**config.mk**
```make
export PLATFORM = sky130hd
export DESIGN_NAME = regbank_wr_arbiter
export DESIGN_NICKNAME = d
export VERILOG_FILES = /design/src/rtl/regbank_wr_arbiter.sv
export SDC_FILE = /design/constraint.sdc
export NUM_CORES = 1
export LEC_CHECK = 0
export ABC_AREA = 0
export CAP_MARGIN = 20
export CORE_MARGIN = 3
export CORE_UTILIZATION = 40
export DETAILED_ROUTE_END_ITERATION = 8
export PLACE_DENSITY = 0.66
export SYNTH_ARGS = -nofsm -noshare
export SYNTH_HDL_FRONTEND = slang
export SYNTH_SLANG_ARGS = --single-unit
```
**constraint.sdc**
```tcl
create_clock -name clk -period 3.9 [get_ports clk]
set_input_delay 0.78 -clock clk [delete_from_list [all_inputs] [get_ports clk]]
set_output_delay 0.78 -clock clk [all_outputs]
set_load 0.01 [all_outputs]
```
**src/rtl/regbank_wr_arbiter.sv**
```systemverilog
// Write-port arbiter that owns a bank of reg_32bit registers, with one combinational read port.
// Define REGBANK_RR_EN for round-robin arbitration; fixed lowest-index priority otherwise.

module reg_32bit (
  input  logic        clk,
  input  logic        reset,
  input  logic [31:0] d,
  output logic [31:0] q
);

  always_ff @(posedge clk or negedge reset) begin
    if (!reset) q <= '0;
    else        q <= d;
  end

endmodule

module regbank_wr_arbiter #(
  parameter int NREQ  = 4,
  parameter int NREGS = 8,
  parameter int AW    = 3
) (
  input  logic                 clk,
  input  logic                 reset,
  input  logic [NREQ-1:0]      req,
  input  logic [NREQ*AW-1:0]   wr_addr,
  input  logic [NREQ*32-1:0]   wr_data,
  output logic [NREQ-1:0]      gnt,
  output logic                 busy,
  input  logic [AW-1:0]        rd_addr,
  output logic [31:0]          rd_data
);

  localparam int PW    = $clog2(NREQ);
  localparam int NSLOT = 2 ** AW;

  logic [NREQ-1:0] gnt_reg;
  logic [NREQ-1:0] gnt_next;
  logic [NREQ-1:0] eligible;
  logic            valid_reg;
  logic [AW-1:0]   addr_reg;
  logic [31:0]     data_reg;
  logic [AW-1:0]   addr_acc [NREQ+1];
  logic [31:0]     data_acc [NREQ+1];

  // The requester already holding the grant is masked so it cannot win back-to-back.
  assign eligible = req & ~gnt_reg;

`ifdef REGBANK_RR_EN
  logic [PW-1:0]     ptr_reg;
  logic [PW-1:0]     ptr_next;
  logic [PW-1:0]     ptr_acc [NREQ+1];
  logic [2*NREQ-1:0] elig_dbl;
  logic [2*NREQ-1:0] unrot_dbl;
  logic [NREQ-1:0]   rot;
  logic [NREQ-1:0]   pick;

  // Rotate so ptr sits at bit 0, isolate the lowest set bit, rotate back.
  always_comb begin
    elig_dbl  = {eligible, eligible} >> ptr_reg;
    rot       = elig_dbl[NREQ-1:0];
    pick      = rot & (~rot + NREQ'(1));
    unrot_dbl = {pick, pick} << ptr_reg;
    gnt_next  = unrot_dbl[2*NREQ-1:NREQ];
  end

  assign ptr_acc[0] = '0;
  for (genvar gi = 0; gi < NREQ; gi++) begin : g_ptr
    assign ptr_acc[gi+1] = ptr_acc[gi] | (gnt_next[gi] ? PW'((gi + 1) % NREQ) : '0);
  end

  assign ptr_next = (|gnt_next) ? ptr_acc[NREQ] : ptr_reg;

  always_ff @(posedge clk or negedge reset) begin
    if (!reset) ptr_reg <= '0;
    else        ptr_reg <= ptr_next;
  end
`else
  assign gnt_next = eligible & (~eligible + NREQ'(1));
`endif

  // One-hot grant drives an AND-OR mux for the winner's address and data.
  assign addr_acc[0] = '0;
  assign data_acc[0] = '0;
  for (genvar gi = 0; gi < NREQ; gi++) begin : g_sel
    assign addr_acc[gi+1] = addr_acc[gi] | ({AW{gnt_next[gi]}} & wr_addr[gi*AW +: AW]);
    assign data_acc[gi+1] = data_acc[gi] | ({32{gnt_next[gi]}} & wr_data[gi*32 +: 32]);
  end

  always_ff @(posedge clk or negedge reset) begin
    if (!reset) begin
      gnt_reg   <= '0;
      valid_reg <= 1'b0;
      addr_reg  <= '0;
      data_reg  <= '0;
    end else begin
      gnt_reg   <= gnt_next;
      valid_reg <= |gnt_next;
      addr_reg  <= addr_acc[NREQ];
      data_reg  <= data_acc[NREQ];
    end
  end

  assign gnt  = gnt_reg;
  assign busy = valid_reg;

  logic [31:0] bank_q  [NREGS];
  logic [31:0] bank_rd [NSLOT];

  for (genvar gi = 0; gi < NREGS; gi++) begin : g_bank
    logic we;
    assign we = valid_reg && (addr_reg == AW'(gi));
    reg_32bit u_reg (
      .clk   (clk),
      .reset (reset),
      .d     (we ? data_reg : bank_q[gi]),
      .q     (bank_q[gi])
    );
  end

  // Addresses beyond the bank read as zero; writes to them match no register.
  for (genvar gi = 0; gi < NSLOT; gi++) begin : g_rd
    if (gi < NREGS) begin : g_real
      assign bank_rd[gi] = bank_q[gi];
    end else begin : g_empty
      assign bank_rd[gi] = '0;
    end
  end

  assign rd_data = bank_rd[rd_addr];

endmodule
```
Word level (Yosys, flattened, before mapping)
Index checks and enable logic that the tools add are counted.

cells by class
  bitwise logic cells = 19
  equality and inequality tests = 7
  reductions and logical operators = 10
  add/subtract/negate cells = 1
  order comparisons = 1
  mux-type cells = 3

operators with widths
  kind                   number
  $and A32 B32 Y32       4
  $bmux W32 S3           1
  $or A32 B32 Y32        3
  $mux W32               2
  $and A3 B3 Y3          4
  $eq A3 B3 Y1 const B   4
  $or A3 B3 Y3           3
  $and A4 B4 Y4          2
  $logic_and A1 B1 Y1    8
  $not A4 Y4             2
  $eq A3 B2 Y1 const B   2
  $add A4 B1 Y4 const B  1
  $ge A4 B4 Y1 const B   1
  $not A3 Y4             1
  $reduce_or A4 Y1       1
  $eq A3 B1 Y1 const B   1
  $logic_not A3 Y1       1

word-level totals
  flip-flop bits (word level) = 296

Logic depth before layout (Yosys ltp)
  depth after elaboration = 9
  gate-level depth with buffers = 6
  mapped depth without buffers = 4

Hierarchy
A second synthesis with hierarchy kept.

unflattened totals
  cell total of the unflattened synthesis = 838
  area, all modules = 13541.7 sq um

by module, submodules not included
  module              area an instance (sq um)  instances  cells each
  regbank_wr_arbiter  7135.6                    1          582
  reg_32bit           800.8                     8          32

Worst setup path before layout
No wires, ideal clock.

  kind = input-to-output
  start point = input rd_addr[0]
  end point = output rd_data[0]
  setup slack = 1017 ps
  stages = 4
  data arrival time = 2103 ps
  path buffers = 2
  data required time = 3120 ps
  cell sequence = buf_2 -> buf_2 -> mux4_2 -> mux2_2

on the way
  cells in the longest elaborated chain, start to end = 4

ends and longest elaborated chain
  what                                         RTL line  RTL
  start, declared                              30        input logic [AW-1:0] rd_addr,
  $not A3 Y4 (implied by the code)             130       assign rd_data = bank_rd[rd_addr];
  $bmux W32 S3                                 130
  $mux W32 (implied by the code) (2 in a row)  130
  end, declared                                31        output logic [31:0] rd_data

No other way between the ends. The select of a mux whose other input is x is not followed.

Final worst setup path
  start point = input rd_addr[0]
  end point = output rd_data[30]

The elaborated chain is that of the path after synthesis.

==> flow_summary.toml <==
[cts]
clock-sinks = 296
cts.repair.resized = 0
htree_num_levels = 2
clock_latency_late_sink_ps = 510
clk_pin_slew_worst_paths_ps = 60
number_of_post_cts_setup_repair_buffers = 0
tritoncts = "yes"
cts_inserted_buffers = 34
clock_tree.buffer_depth = 3
cts.hold.buffers_added = 0
clock_tree.root_cell = "sky130_fd_sc_hd__clkbuf_16"

[power_and_ir_drop]
internal_power_mw = 8.52
p_total_mw = 11.4
net-switching-power_mw = 2.92
pwr_density_cell_nw_per_um2 = 667
power.static_leakage_nw = 7.40
combinationalPowerShare_pct = 27.7
seqPwrFrac_pct = 44.4
power.switching_fraction_pct = 25.5
p_clk_share_pct = 27.9
ir_drop_worst_case_vdd_mv = 0.282

[global_route]
grt.total_usage_pct = 18.7
initial_antenna_violation_count = 0
via_count_of_the_first_global_routing_pass = 8909
global_route.overflow_total = 0
grt_start_max_net_pins = 86
wire_length_of_the_first_global_routing_pass_mm = 52.5

[synth]
ys_ff_latch = 296
post_synth_num_cell_types = 21
synth_top_area_share_pct = 54.7
postSynthAreaPerCell_um2 = 16.2
yosys_top_cell_by_area = "sky130_fd_sc_hd__dfrtp_1"
synth.most_common_cell = "sky130_fd_sc_hd__dfrtp_1"
async_reset_ff_share_pct = 100
post_synth_inst_count = 838
synth.cell_area_um2 = 13500
synthesis.yosys.warnings = 0
yosysSeqAreaShare_pct = 54.7
most_frequent_cells_after_synthesis = "sky130_fd_sc_hd__dfrtp_1, sky130_fd_sc_hd__mux2_2, sky130_fd_sc_hd__mux4_2"
postSynth.topFlopCell = "sky130_fd_sc_hd__dfrtp_1"
postSynthNetCount = 987
synth_enable_flop_cells = 0
synth.top_cells.by_area = "sky130_fd_sc_hd__dfrtp_1, sky130_fd_sc_hd__mux2_2, sky130_fd_sc_hd__mux4_2"

[placement]
routabilityCongestion = 0.702
buffer_ports.inserted = 185
pre_cts_ws_ps = 481
detailed_placer_s_ending_hpwl_mm = 20.6

[final_layout]
final_nets = 1176
areaGrowthSynthToFinish_pct = 26.8
largest_register_ff_count = 256
antenna_cells = 0
final_layout_size_suffix_gt1_share_pct = 46.3

[floorplan]
die_height_um = 190
design.portCount = 186
fp.coreArea_um2 = 32900
horizontal_extent_of_the_die_um = 190
fp-row-count = 66
area_enclosed_by_the_die_boundary_um2 = 36100
floorplan.initialDensity_pct = 41.1

[worst_setup_path]
startpoint_type = "input pin"
cp.arrival_ps = 2610
timing.setup.critical_path_class = "input pin to output pin"
crit_fanout = 11
number_of_cells_on_the_worst_reg_to_reg_path = 4
cp-end-kind = "output pin"
worstPathRequired_ps = 3120

[sta]
worst_slew_pin_slew_ps = 1030
slew_viol_final = 0
finalHoldViolations = 0
post-route-min-period_ps = 3390
grt_setup_unrepaired = "no"
achievable-frequency_mhz = 295
setup_viol_count_final = 0
timing.final.ws_setup_ps = 511
min_period_over_period_pct = 86.9
timing.max_slew.rel_slack_pct = 30.7
clock_skew_ps = 10.6
totalNegativeSetupSlack_ps = 0

[outcome]
status = "finished, final reports clean"

[detailed_routing]
drt_iter0_markers = 480
finalWirelength_mm = 33.6
detailroute.via_count = 8205
antenna_viol_nets_final = 0
detail_route.vias_per_cell = 5.50
detail_route.wl_per_cell_um = 22.5
drt_pass1_iterations = 6
post-route-drc-count = 0

[min_path]
hold_path.class = "input pin to async pin"

[flow_run]
max-cap-violations = 0
layout by cell type (no fill, tap or decap), drive strengths merged:
cell | Yosys | routed
nand4b | 3 | 3
nand2b | 3 | 3
clkinv | 0 | 5
mux2 | 288 | 288
bufinv | 0 | 2
clkdlybuf4s50 | 0 | 181
nor3b | 3 | 3
clkbuf | 34 | 49
and2 | 1 | 1
a31o | 35 | 35
nor2b | 2 | 2
a221o | 35 | 35
nand2 | 2 | 2
inv | 1 | 1
nor3 | 3 | 3
nor4 | 1 | 1
nand4 | 1 | 1
dfrtp | 296 | 296
buf | 31 | 37
and3b | 35 | 35
clkinvlp | 0 | 2
mux4 | 64 | 64
final timing paths:
path                                    endpoint  slack, ps                  start
setup / recovery                     rd_data[30]        510             rd_addr[0]
hold / removal             g_bank[6].u_reg.q[28]        280                  reset
setup reg to reg            g_bank[2].u_reg.q[5]       1500            addr_reg[2]
hold reg to reg            g_bank[6].u_reg.q[20]        500  g_bank[6].u_reg.q[20]
max in group asynchronous  g_bank[5].u_reg.q[19]       2710                  reset
min in group clk           g_bank[6].u_reg.q[20]        500  g_bank[6].u_reg.q[20]
layer usage:
layer / vias to the layer above / global-route usage [%] / routed length [um]
li1: 3617 / - / -
met1: 4342 / 26.0 / 15100
met2: 197 / 30.5 / 16000
met3: 49 / 3.70 / 1810
met4: 0 / 4.66 / 690
met5: - / 0 / 0
final cells by class:
| class | instances | area, um2 |
|---|---|---|
| multi-input combinational | 476 | 5840 |
| tap | 442 | 553 |
| fill | 2703 | 15800 |
| inverter | 1 | 6.26 |
| timing repair buffer | 218 | 2220 |
| clock buffer | 49 | 1040 |
| sequential | 296 | 7410 |
| clock inverter | 9 | 100 |
critical path, stage by stage:
cell and delay (ps):
sky130_fd_sc_hd__buf_4 210, sky130_fd_sc_hd__buf_4 300, sky130_fd_sc_hd__mux4_2 540, sky130_fd_sc_hd__mux2_2 270
sky130_fd_sc_hd__clkdlybuf4s50_1 500
power by group through the flow:
| stage | Clock [mW] | Combinational (mW) | Sequential [mW] |
|---|---|---|---|
| 2_1_floorplan | 0 | 2.25 | 4.86 |
| 3_3_place_gp | 0 | 3.13 | 5.08 |
| 3_5_place_dp | 0 | 3.21 | 5.12 |
| 4_1_cts | 3.27 | 3.23 | 5.08 |
| 5_1_grt | 3.40 | 3.43 | 5.26 |
| 6_report | 3.19 | 3.17 | 5.08 |
metrics by stage:
stage                     instance area [um2]  hold WS (ps)  cells  utilization (%)
after floorplan                         13500           474    838                -
after global placement                  16000           482   1433             48.6
after detailed placement                16000           487   1433             48.6
after CTS                               17200           307   1491             52.1
after global routing                    17200           335   1491             52.1
final                                   17200           283   1491             52.1
cell families (layout without fill, tap and decap cells):
group | count (synthesis) | after routing | synth area share [%]
flops | 296 | 296 | 54.7
mux | 352 | 352 | 34.6
simple gates | 54 | 54 | 3.42
buf+inv | 66 | 277 | 2.44
compound gates | 70 | 70 | 4.85
No activity file was read; power rests on OpenSTA's default activity.
